<file path="config.mk">
export PLATFORM = sky130hd
export DESIGN_NAME = nanov_regfile_sequencer_flat
export DESIGN_NICKNAME = d
export VERILOG_FILES = /design/src/rtl/nanov_regfile_sequencer_pkg.sv /design/src/rtl/nanov_regfile_sequencer_if.sv /design/src/rtl/nanov_regfile_sequencer_dbg_serdes.sv /design/src/rtl/nanov_regfile_sequencer.sv /design/src/flat_wrapper.sv
export SDC_FILE = /design/constraint.sdc
export NUM_CORES = 1
export LEC_CHECK = 0
export BUFFER_PORTS_ARGS = -buffer_cell sky130_fd_sc_hd__clkbuf_2
export CORE_AREA = 2 2 143 131
export DETAILED_ROUTE_END_ITERATION = 8
export DIE_AREA = 0 0 145 133
export RECOVER_POWER = 100
export SETUP_SLACK_MARGIN = 0.4
export SLEW_MARGIN = 20
export SYNTH_ARGS = -nofsm -noshare
export SYNTH_HDL_FRONTEND = slang
export SYNTH_HIERARCHICAL = 1
export SYNTH_SLANG_ARGS = --single-unit
</file>
<file path="constraint.sdc">
create_clock -name clk -period 2.4 [get_ports clk]
set_input_delay 0.12 -clock clk [delete_from_list [all_inputs] [get_ports clk]]
set_output_delay 0.12 -clock clk [all_outputs]
set_load 0.01 [all_outputs]
</file>
<file path="src/rtl/nanov_regfile_sequencer_pkg.sv">
// rtl/nanov_regfile_sequencer_pkg.sv - shared types and constants for the regfile window sequencer
package nanov_seq_pkg;

  localparam int XLEN      = 32;
  localparam int BIT_CNT_W = 5;
  localparam logic [BIT_CNT_W-1:0] BIT_LAST = 5'd31;

  typedef enum logic [1:0] {
    ST_IDLE   = 2'd0,
    ST_CORE   = 2'd1,
    ST_DBG_RD = 2'd2,
    ST_DBG_WR = 2'd3
  } seq_state_e;

endpackage

</file>
<file path="src/rtl/nanov_regfile_sequencer_if.sv">
// rtl/nanov_regfile_sequencer_if.sv - core, debug and register-file signals of the window sequencer
interface nanov_regfile_sequencer_if #(
  parameter int REG_ADDR_BITS = 4
);
  import nanov_seq_pkg::*;

  logic [BIT_CNT_W-1:0]     bit_cnt;
  logic                     core_valid;
  logic [REG_ADDR_BITS-1:0] core_rs1;
  logic [REG_ADDR_BITS-1:0] core_rs2;
  logic [REG_ADDR_BITS-1:0] core_rd;
  logic                     core_wr;
  logic                     core_start;
  logic                     alu_data_rd;
  logic                     alu_data_rd_next;
  logic [REG_ADDR_BITS-1:0] rs1;
  logic [REG_ADDR_BITS-1:0] rs2;
  logic [REG_ADDR_BITS-1:0] rd;
  logic [REG_ADDR_BITS-1:0] next_rs1;
  logic [REG_ADDR_BITS-1:0] next_rs2;
  logic                     wr_en;
  logic                     wr_next_en;
  logic                     read_through;
  logic                     data_rd;
  logic                     data_rd_next;
  logic                     data_rs1;
  logic                     dbg_req;
  logic                     dbg_we;
  logic [REG_ADDR_BITS-1:0] dbg_addr;
  logic [XLEN-1:0]          dbg_wdata;
  logic [XLEN-1:0]          dbg_rdata;
  logic                     dbg_done;

  modport slave (
    input  core_valid, core_rs1, core_rs2, core_rd, core_wr, alu_data_rd, alu_data_rd_next,
    input  data_rs1, dbg_req, dbg_we, dbg_addr, dbg_wdata,
    output bit_cnt, core_start, rs1, rs2, rd, next_rs1, next_rs2, wr_en, wr_next_en,
    output read_through, data_rd, data_rd_next, dbg_rdata, dbg_done
  );

  modport master (
    output core_valid, core_rs1, core_rs2, core_rd, core_wr, alu_data_rd, alu_data_rd_next,
    output data_rs1, dbg_req, dbg_we, dbg_addr, dbg_wdata,
    input  bit_cnt, core_start, rs1, rs2, rd, next_rs1, next_rs2, wr_en, wr_next_en,
    input  read_through, data_rd, data_rd_next, dbg_rdata, dbg_done
  );

endinterface

</file>
<file path="src/rtl/nanov_regfile_sequencer_dbg_serdes.sv">
// rtl/nanov_regfile_sequencer_dbg_serdes.sv - debug word serialiser and LSB-first deserialiser
module nanov_dbg_serdes
  import nanov_seq_pkg::*;
(
  input  logic                 clk,
  input  logic                 rstn,
  input  logic [BIT_CNT_W-1:0] bit_cnt_i,
  input  logic                 wdata_load_i,
  input  logic [XLEN-1:0]      wdata_i,
  output logic                 wbit_o,
  output logic                 wbit_next_o,
  input  logic                 rd_shift_i,
  input  logic                 rd_done_i,
  input  logic                 rbit_i,
  output logic [XLEN-1:0]      rdata_o
);

  logic [XLEN-1:0]      wdata_q, wdata_d;
  logic [XLEN-1:0]      rshift_q, rshift_d;
  logic [XLEN-1:0]      rdata_q, rdata_d;
  logic [BIT_CNT_W-1:0] bit_next;

  assign bit_next = bit_cnt_i + BIT_CNT_W'(1);

  always_comb begin
    wdata_d  = wdata_q;
    rshift_d = rshift_q;
    rdata_d  = rdata_q;
    if (wdata_load_i) wdata_d = wdata_i;
    if (rd_shift_i) rshift_d = {rbit_i, rshift_q[XLEN-1:1]};
    // the last bit arrives on the same cycle the word is published
    if (rd_done_i) rdata_d = {rbit_i, rshift_q[XLEN-1:1]};
  end

  always_ff @(posedge clk) begin
    if (!rstn) begin
      wdata_q  <= '0;
      rshift_q <= '0;
      rdata_q  <= '0;
    end else begin
      wdata_q  <= wdata_d;
      rshift_q <= rshift_d;
      rdata_q  <= rdata_d;
    end
  end

  assign wbit_o      = wdata_q[bit_cnt_i];
  assign wbit_next_o = wdata_q[bit_next];
  assign rdata_o     = rdata_q;

endmodule

</file>
<file path="src/rtl/nanov_regfile_sequencer.sv">
// rtl/nanov_regfile_sequencer.sv - 32-cycle window arbiter and control for the bit-serial RV32E regfile
module nanov_regfile_sequencer
  import nanov_seq_pkg::*;
#(
  parameter int NUM_REGS         = 16,
  parameter int REG_ADDR_BITS    = 4,
  parameter int DBG_STARVE_LIMIT = 4
) (
  input logic                        clk,
  input logic                        rstn,
  nanov_regfile_sequencer_if.slave   bus
);

  localparam int SC_W = $clog2(DBG_STARVE_LIMIT + 1);

  logic [BIT_CNT_W-1:0]     bit_cnt_q, bit_cnt_d;
  seq_state_e               state_q, state_d, arb_state;
  logic [SC_W-1:0]          starve_q, starve_d;
  logic [REG_ADDR_BITS-1:0] rs1_q, rs1_d, rs2_q, rs2_d, rd_q, rd_d;
  logic [REG_ADDR_BITS-1:0] arb_rs1, arb_rs2, arb_rd;
  logic                     wr_q, wr_d, arb_wr;
  logic                     done_q, done_d;
  logic                     last, in_dbg, dbg_pend, dbg_wins;
  logic                     ser_bit, ser_bit_next;

  function automatic logic writable(input logic [REG_ADDR_BITS-1:0] a);
    return (a != '0) && (int'(a) < NUM_REGS);
  endfunction

  assign last   = (bit_cnt_q == BIT_LAST);
  assign in_dbg = (state_q == ST_DBG_RD) || (state_q == ST_DBG_WR);
  // a request still high in the final cycle of its own window is the one being completed
  assign dbg_pend = bus.dbg_req && !in_dbg;
  assign dbg_wins = dbg_pend && (!bus.core_valid || starve_q == SC_W'(DBG_STARVE_LIMIT));

  always_comb begin
    arb_state = ST_IDLE;
    arb_rs1   = '0;
    arb_rs2   = '0;
    arb_rd    = '0;
    arb_wr    = 1'b0;
    if (dbg_wins) begin
      if (bus.dbg_we) begin
        arb_state = ST_DBG_WR;
        arb_rd    = bus.dbg_addr;
        arb_wr    = writable(bus.dbg_addr);
      end else begin
        arb_state = ST_DBG_RD;
        arb_rs1   = bus.dbg_addr;
      end
    end else if (bus.core_valid) begin
      arb_state = ST_CORE;
      arb_rs1   = bus.core_rs1;
      arb_rs2   = bus.core_rs2;
      arb_rd    = bus.core_rd;
      arb_wr    = bus.core_wr && writable(bus.core_rd);
    end
  end

  always_comb begin
    bit_cnt_d = bit_cnt_q + BIT_CNT_W'(1);
    state_d   = state_q;
    starve_d  = starve_q;
    rs1_d     = rs1_q;
    rs2_d     = rs2_q;
    rd_d      = rd_q;
    wr_d      = wr_q;
    done_d    = last && in_dbg;
    if (last) begin
      state_d  = arb_state;
      rs1_d    = arb_rs1;
      rs2_d    = arb_rs2;
      rd_d     = arb_rd;
      wr_d     = arb_wr;
      starve_d = (dbg_pend && !dbg_wins) ? starve_q + SC_W'(1) : '0;
    end
  end

  always_ff @(posedge clk) begin
    if (!rstn) begin
      bit_cnt_q <= '0;
      state_q   <= ST_IDLE;
      starve_q  <= '0;
      rs1_q     <= '0;
      rs2_q     <= '0;
      rd_q      <= '0;
      wr_q      <= 1'b0;
      done_q    <= 1'b0;
    end else begin
      bit_cnt_q <= bit_cnt_d;
      state_q   <= state_d;
      starve_q  <= starve_d;
      rs1_q     <= rs1_d;
      rs2_q     <= rs2_d;
      rd_q      <= rd_d;
      wr_q      <= wr_d;
      done_q    <= done_d;
    end
  end

  nanov_dbg_serdes u_serdes (
    .clk          (clk),
    .rstn         (rstn),
    .bit_cnt_i    (bit_cnt_q),
    .wdata_load_i (last && arb_state == ST_DBG_WR),
    .wdata_i      (bus.dbg_wdata),
    .wbit_o       (ser_bit),
    .wbit_next_o  (ser_bit_next),
    .rd_shift_i   (state_q == ST_DBG_RD),
    .rd_done_i    (last && state_q == ST_DBG_RD),
    .rbit_i       (bus.data_rs1),
    .rdata_o      (bus.dbg_rdata)
  );

  always_comb begin
    bus.data_rd      = 1'b0;
    bus.data_rd_next = 1'b0;
    case (state_q)
      ST_CORE: begin
        bus.data_rd      = bus.alu_data_rd;
        bus.data_rd_next = bus.alu_data_rd_next;
      end
      ST_DBG_WR: begin
        bus.data_rd      = ser_bit;
        bus.data_rd_next = ser_bit_next;
      end
      default: ;
    endcase
  end

  assign bus.bit_cnt      = bit_cnt_q;
  assign bus.rs1          = rs1_q;
  assign bus.rs2          = rs2_q;
  assign bus.rd           = rd_q;
  assign bus.next_rs1     = last ? arb_rs1 : rs1_q;
  assign bus.next_rs2     = last ? arb_rs2 : rs2_q;
  assign bus.wr_en        = wr_q;
  assign bus.wr_next_en   = last ? arb_wr : wr_q;
  assign bus.read_through = last && wr_q && state_q == ST_CORE && arb_state == ST_CORE;
  assign bus.core_start   = (state_q == ST_CORE) && (bit_cnt_q == '0);
  assign bus.dbg_done     = done_q;

endmodule

</file>
<file path="src/flat_wrapper.sv">
// flat-port wrapper written by rule: the top's interface ports become plain ports
module nanov_regfile_sequencer_flat import nanov_seq_pkg::*;
#(
  parameter int NUM_REGS         = 16,
  parameter int REG_ADDR_BITS    = 4,
  parameter int DBG_STARVE_LIMIT = 4
)
  (clk, rstn, bus_core_valid, bus_core_rs1, bus_core_rs2, bus_core_rd, bus_core_wr, bus_alu_data_rd, bus_alu_data_rd_next, bus_data_rs1, bus_dbg_req, bus_dbg_we, bus_dbg_addr, bus_dbg_wdata, bus_bit_cnt, bus_core_start, bus_rs1, bus_rs2, bus_rd, bus_next_rs1, bus_next_rs2, bus_wr_en, bus_wr_next_en, bus_read_through, bus_data_rd, bus_data_rd_next, bus_dbg_rdata, bus_dbg_done);
  nanov_regfile_sequencer_if #(.REG_ADDR_BITS(REG_ADDR_BITS)) bus_i ();
  input logic clk;
  input logic rstn;
  input wire logic [$bits(bus_i.core_valid)-1:0] bus_core_valid;
  input wire logic [$bits(bus_i.core_rs1)-1:0] bus_core_rs1;
  input wire logic [$bits(bus_i.core_rs2)-1:0] bus_core_rs2;
  input wire logic [$bits(bus_i.core_rd)-1:0] bus_core_rd;
  input wire logic [$bits(bus_i.core_wr)-1:0] bus_core_wr;
  input wire logic [$bits(bus_i.alu_data_rd)-1:0] bus_alu_data_rd;
  input wire logic [$bits(bus_i.alu_data_rd_next)-1:0] bus_alu_data_rd_next;
  input wire logic [$bits(bus_i.data_rs1)-1:0] bus_data_rs1;
  input wire logic [$bits(bus_i.dbg_req)-1:0] bus_dbg_req;
  input wire logic [$bits(bus_i.dbg_we)-1:0] bus_dbg_we;
  input wire logic [$bits(bus_i.dbg_addr)-1:0] bus_dbg_addr;
  input wire logic [$bits(bus_i.dbg_wdata)-1:0] bus_dbg_wdata;
  output wire logic [$bits(bus_i.bit_cnt)-1:0] bus_bit_cnt;
  output wire logic [$bits(bus_i.core_start)-1:0] bus_core_start;
  output wire logic [$bits(bus_i.rs1)-1:0] bus_rs1;
  output wire logic [$bits(bus_i.rs2)-1:0] bus_rs2;
  output wire logic [$bits(bus_i.rd)-1:0] bus_rd;
  output wire logic [$bits(bus_i.next_rs1)-1:0] bus_next_rs1;
  output wire logic [$bits(bus_i.next_rs2)-1:0] bus_next_rs2;
  output wire logic [$bits(bus_i.wr_en)-1:0] bus_wr_en;
  output wire logic [$bits(bus_i.wr_next_en)-1:0] bus_wr_next_en;
  output wire logic [$bits(bus_i.read_through)-1:0] bus_read_through;
  output wire logic [$bits(bus_i.data_rd)-1:0] bus_data_rd;
  output wire logic [$bits(bus_i.data_rd_next)-1:0] bus_data_rd_next;
  output wire logic [$bits(bus_i.dbg_rdata)-1:0] bus_dbg_rdata;
  output wire logic [$bits(bus_i.dbg_done)-1:0] bus_dbg_done;
  assign bus_i.core_valid = bus_core_valid;
  assign bus_i.core_rs1 = bus_core_rs1;
  assign bus_i.core_rs2 = bus_core_rs2;
  assign bus_i.core_rd = bus_core_rd;
  assign bus_i.core_wr = bus_core_wr;
  assign bus_i.alu_data_rd = bus_alu_data_rd;
  assign bus_i.alu_data_rd_next = bus_alu_data_rd_next;
  assign bus_i.data_rs1 = bus_data_rs1;
  assign bus_i.dbg_req = bus_dbg_req;
  assign bus_i.dbg_we = bus_dbg_we;
  assign bus_i.dbg_addr = bus_dbg_addr;
  assign bus_i.dbg_wdata = bus_dbg_wdata;
  assign bus_bit_cnt = bus_i.bit_cnt;
  assign bus_core_start = bus_i.core_start;
  assign bus_rs1 = bus_i.rs1;
  assign bus_rs2 = bus_i.rs2;
  assign bus_rd = bus_i.rd;
  assign bus_next_rs1 = bus_i.next_rs1;
  assign bus_next_rs2 = bus_i.next_rs2;
  assign bus_wr_en = bus_i.wr_en;
  assign bus_wr_next_en = bus_i.wr_next_en;
  assign bus_read_through = bus_i.read_through;
  assign bus_data_rd = bus_i.data_rd;
  assign bus_data_rd_next = bus_i.data_rd_next;
  assign bus_dbg_rdata = bus_i.dbg_rdata;
  assign bus_dbg_done = bus_i.dbg_done;
  nanov_regfile_sequencer #(.NUM_REGS(NUM_REGS), .REG_ADDR_BITS(REG_ADDR_BITS), .DBG_STARVE_LIMIT(DBG_STARVE_LIMIT)) u_core (.clk(clk), .rstn(rstn), .bus(bus_i));
endmodule
</file>
After elaboration in Yosys (flattened, before gate mapping)
Cells that the tools add are included.
- equality and inequality tests: 7
- shift operators: 0
- $add $sub $neg: 2
- reductions and logical operators: 19
- div/mod/pow operators: 0
- multipliers: 0
- $lt $le $gt $ge: 2
- muxes and demuxes: 24
- bitwise gates (word level): 0
- operator list (kind ; count):
    4-bit two-way mux ; 10
    5-bit by 6-bit < comparator with 1-bit output, second input constant ; 2
    1-bit logical AND ; 11
    1-bit binary-select mux with 5-bit select ; 2
    1-bit two-way mux ; 8
    4-bit nonzero test ; 2
    2-bit == test, second input constant ; 3
    5-bit by 1-bit adder with 5-bit output, second input constant ; 1
    5-bit == test, second input constant ; 1
    5-bit logical NOT ; 1
    2-bit by 1-bit == test with 1-bit output, second input constant ; 2
    1-bit case mux with 2 select lines ; 2
    3-bit by 1-bit adder with 3-bit output, second input constant ; 1
    3-bit == test, second input constant ; 1
    1-bit logical NOT ; 3
    3-bit two-way mux ; 1
    1-bit logical OR ; 2
    2-bit two-way mux ; 1
- bits in latches: 0
- output and inout bits: 64
- memory bits (writable): 0
- memories kept: 0
- flip-flop bits (word level): 120
- bits in read-only memories: 0

Depth between registers and ports, before layout
- depth in word-level cells: 8
- mapped depth: 10
- depth with buffers taken out: 8

Hierarchy
The synthesis kept the hierarchy.
- modules (own cells, without submodules) (module ; instances ; sequential area each (um^2) ; area an instance (um^2) ; cells an instance):
    nanov_dbg_serdes ; 1 ; 1901.8 ; 4196.5 ; 357
    nanov_regfile_sequencer ; 1 ; 480.5 ; 1196.1 ; 137

Least setup slack after synthesis
Ideal clock, no wire load.
- path type: register to register
- start point: register u_core.bit_cnt_q[0], in the netlist u_core/bus.bit_cnt[0]
- end point: register u_core.u_serdes.wdata_q[0]
- period minus slack after synthesis: 2.415 ns
- cell stages (with the launch flop): 11
- arrival: 2.299 ns
- data required time: 2.284 ns
- setup slack: -0.015 ns
- cells stage by stage: dfxtp_1 > ha_1 > and3_1 > ha_1 > buf_4 > clkbuf_1 > and3_1 > clkbuf_1 > buf_2 > mux2i_1 > nor2b_1
- longest elaborated chain between the ends: 2
- ends and longest elaborated chain (element ; line ; text):
    from (decl) ; nanov_regfile_sequencer.sv:16 ; logic [BIT_CNT_W-1:0] bit_cnt_q, bit_cnt_d;
    from (signal assigned) ; nanov_regfile_sequencer.sv:90 ; bit_cnt_q <= bit_cnt_d;
    5-bit == test ; nanov_regfile_sequencer.sv:30 ; assign last = (bit_cnt_q == BIT_LAST);
    1-bit logical AND ; nanov_regfile_sequencer.sv:105 ; .wdata_load_i (last && arb_state == ST_DBG_WR),
    to (signal assigned) ; nanov_regfile_sequencer_dbg_serdes.sv:41 ; wdata_q <= wdata_d;
    to (decl) ; nanov_regfile_sequencer_dbg_serdes.sv:18 ; logic [XLEN-1:0] wdata_q, wdata_d;
Every way passes these cells.
A chain may end at the register's enable or synchronous reset.

Worst setup path after layout
- start point: register u_core.bit_cnt_q[1], in the netlist u_core/bus.bit_cnt[1]
- end point: output bus_data_rd_next
- longest elaborated chain between the ends: 4
- ends and longest elaborated chain (element ; line ; text):
    5-bit by 1-bit adder with 5-bit output ; nanov_regfile_sequencer_dbg_serdes.sv:23 ; assign bit_next = bit_cnt_i + BIT_CNT_W'(1);
    1-bit binary-select mux with 5-bit select ; nanov_regfile_sequencer_dbg_serdes.sv:48 ; assign wbit_next_o = wdata_q[bit_next];
    1-bit two-way mux (not written as such) ; nanov_regfile_sequencer_dbg_serdes.sv:48 ;
    named net u_core.ser_bit_next ; nanov_regfile_sequencer.sv:24 ; logic ser_bit, ser_bit_next;
    1-bit case mux with 2 select lines ; nanov_regfile_sequencer.sv:118 ; case (state_q)
    to (decl) ; flat_wrapper.sv:35 ; output wire logic [$bits(bus_i.data_rd_next)-1:0] bus_data_rd_next;
The timed path passes the listed nets, and every way through them passes these cells. The select of a mux whose other input is x is not followed.

==> results_dict.tcl <==
set metrics [dict create \
    hold_path.class "in -> reg" \
    vdd_drop_max_uv 521 \
    synth_nets 557 \
    cp_cell_sequence "ha_4, mux4_2, mux2_4, o211ai_2, o211ai_1, mux2i_1, nor2_1, clkbuf_2" \
    yosysTopAreaCell "dfxtp_1" \
    pin_count 121 \
    worst_pin_slew_ns 1.58 \
    synthFlopType "dfxtp_1" \
    reg2reg_slack_ns 0.31 \
    crit_path_top_delay_cell "mux4_2" \
    cts.clk_slew.worst_paths_ns 0.05 \
    dieArea_um2 19300 \
    diodes 0 \
    detail-route-antenna-nets 0 \
    grt_first_pass_wirelength_um 21200 \
    syn2layout_area_growth_pct 38.3 \
    antenna_found_initial 0 \
    htreeDepth 4 \
    synth_edf_count 0 \
    fin_nets 721 \
    yosysMostFrequentCell "dfxtp_1" \
    drtIter0Drc 242 \
    clock_latency_ns 0.41 \
    vias 4202 \
    cts_tree "built" \
    clock.fmax_mhz 387 \
    cts_made_buffers 17 \
    ys_types 44 \
    violations "max-capacitance violations, max-slew violations, negative setup slack" \
    ys_warn_count 6 \
    avgSynthCellArea_um2 10.9 \
    gp_congestion 0.862 \
    dpl.hpwl_um 8490 \
    drv_cap 1 \
    first_pass_iters 4 \
    holdPathStages 3 \
    core_area_um2 17900 \
    powerDensity_nw_per_um2 659 \
    routedWlPerCell_um 14.7 \
    min_period_ns 2.58 \
    clockRootBuffer "clkbuf_16" \
    numClockSinks 119 \
    clock_path_buffers 2 \
    crit_type "reg -> out" \
    cp.required_ns 2.28 \
    critPathCaptureType "primary output" \
    drc_errors 0 \
    rr_worst_depth 9 \
    max_slew_margin_pct -5.45 \
    rows 47 \
    p_leak_nw 2.64 \
    drt_wl_total_um 13500 \
    finalHoldViolCount 0 \
    die_h_um 133 \
    synth_seq_area_share_pct 44.2 \
    rsz0062_at_grt "true" \
    layout-drive-gt1-share_pct 24.9 \
    synthCells 494 \
    grt_max_degree 64 \
    yosysTopAreaCellShare_pct 44.2 \
    setup_viol 10 \
    whs_ns 0.0301 \
    grt_usage_pct 13.7 \
    ys_ff_latch 119 \
    max_stage_delay_ns 0.50 \
    grt_pass1_vias 4293 \
    setup_ws_ns -0.184 \
    ys_top_cells_by_area "dfxtp_1 (44%), mux2i_1 (20%), nor2b_1 (11%)" \
    initial_core_util_pct 30.1 \
    fp.dieW_um 145 \
    crit_arrival_ns 2.46 \
    crit_fanout 8 \
    finalClockSkew_ns 0.00761 \
    status "finished, violations left" \
    syn_area_um2 5390 \
    cp-start-kind "flip-flop" \
    ys_async_sr_fraction_pct 0 \
    drv_slew 42 \
    drt-vias-per-instance 4.59 \
    synthTopCellsByCount "dfxtp_1 (119), mux2i_1 (108), nor2b_1 (98)" \
    overflow 0 \
    fin_crit_sh_pct 108 \
    post-place-ws_ns 0.196 \
    port-buffer-count 120 \
]
-- area by class of cell --
| cell class | count | area, µm² |
|---|---|---|
| fillers | 1683 | 10500 |
| multi-input cells | 326 | 2850 |
| flip-flops and latches | 119 | 2390 |
| repair buffers | 180 | 1240 |
| clock buffers | 21 | 460 |
| well taps | 245 | 307 |
| clock inverters | 11 | 149 |
| inverters | 14 | 66.3 |
-- power breakdown --
group	total (mW)	internal (mW)	switching (mW)
clock network	2.60	1.69	0.914
logic	0.328	0.194	0.134
registers	1.99	1.98	0.00538
total	4.92	3.86	1.05
-- flip-flops by register name, summed over array words and instances (netlist names), 2 cells and up --
name and count:
u_core/u_serdes/rshift_q 31, u_core/starve_q 3, u_core/state_q 2, u_core/bus.bit_cnt 5, u_core/bus.rs1 4, u_core/bus.rd 4
u_core/bus.rs2 4, u_core/u_serdes/wdata_q 32, u_core/u_serdes/rdata_o 32
-- worst max-delay path, delay by kind of cell (launching register included) --
kind | cells | cell delay [ns]
mux | 3 | 0.92
flops | 1 | 0.35
fa+ha+maj | 1 | 0.34
compound gates | 2 | 0.24
buf+inv | 1 | 0.13
simple gates | 1 | 0.06
-- metal layers --
layer	part of all wire, %	global-route usage [%]	up-vias
li1	-	-	2061
met1	45	16.6	1974
met2	47	22.2	144
met3	5.7	4.07	23
met4	2.2	6.93	0
met5	0	0	-
-- path summary, 6_finish.rpt --
check	from	to
worst max-delay path	u_core/bus.bit_cnt[1]	bus_data_rd_next
worst min-delay path	bus_core_rs2[0]	u_core/bus.rs2[0]
worst max register to register	u_core/bus.bit_cnt[1]	u_core/u_serdes/wdata_q[12]
worst min register to register	u_core/u_serdes/rdata_o[21]	u_core/u_serdes/rdata_o[21]
-- stage by stage --
stage / cells / utilization (%) / cell area, µm² / total power [mW] / setup TNS (ns)
3_3_place_gp: 834 / 34.8 / 6250 / 2.25 / 0
3_5_place_dp: 834 / 34.8 / 6250 / 2.26 / 0
6_report: 916 / 41.6 / 7460 / 4.92 / -0.685
5_1_grt: 916 / 41.6 / 7460 / 5.12 / -1.97
2_1_floorplan: 494 / - / 5460 / 2.18 / 0
4_1_cts: 907 / 41.0 / 7360 / 4.96 / -0.548
-- cell families after synthesis --
logic type	after synthesis	synth area share [%]
AOI/OAI and AO/OA	36	4.69
xor gates and xnor gates	7	1.28
adders and majority gates	6	1.39
buffers and inverters	49	4.76
DFF	119	44.2
muxes	124	26.5
and+or+nand+nor	153	17.2
-- placed cells by master, fill, tap and decap left out, types with 4 or more instances in the layout --
cell type      synthesis  layout
mux2i_1              108     104
clkbuf_16              0      19
nor2_1                 9       9
inv_1                 11      12
nand2_1               10      10
dfxtp_1              119     117
clkbuf_2               0      70
nor2b_1               98      97
dlygate4sd3_1          0      37
a32oi_2                0       6
mux4_2                11      11
buf_4                  3      11
a31oi_1                5       5
nand3_1               15      15
buf_12                 1       6
a21oi_1               11      11
mux2i_2                0       4
o21ai_0                5       5
clkbuf_1              15      50
-- timing repair --
item                       in CTS  in global routing
setup buffers                   3                  6
gates resized for setup        14                 13
hold endpoints to repair       40                  0
pin swaps                       7                  3
hold buffers                   37                  0
setup endpoints to repair      80                 82
gates cloned                    1                  3
(Power assumes the default switching activity.)
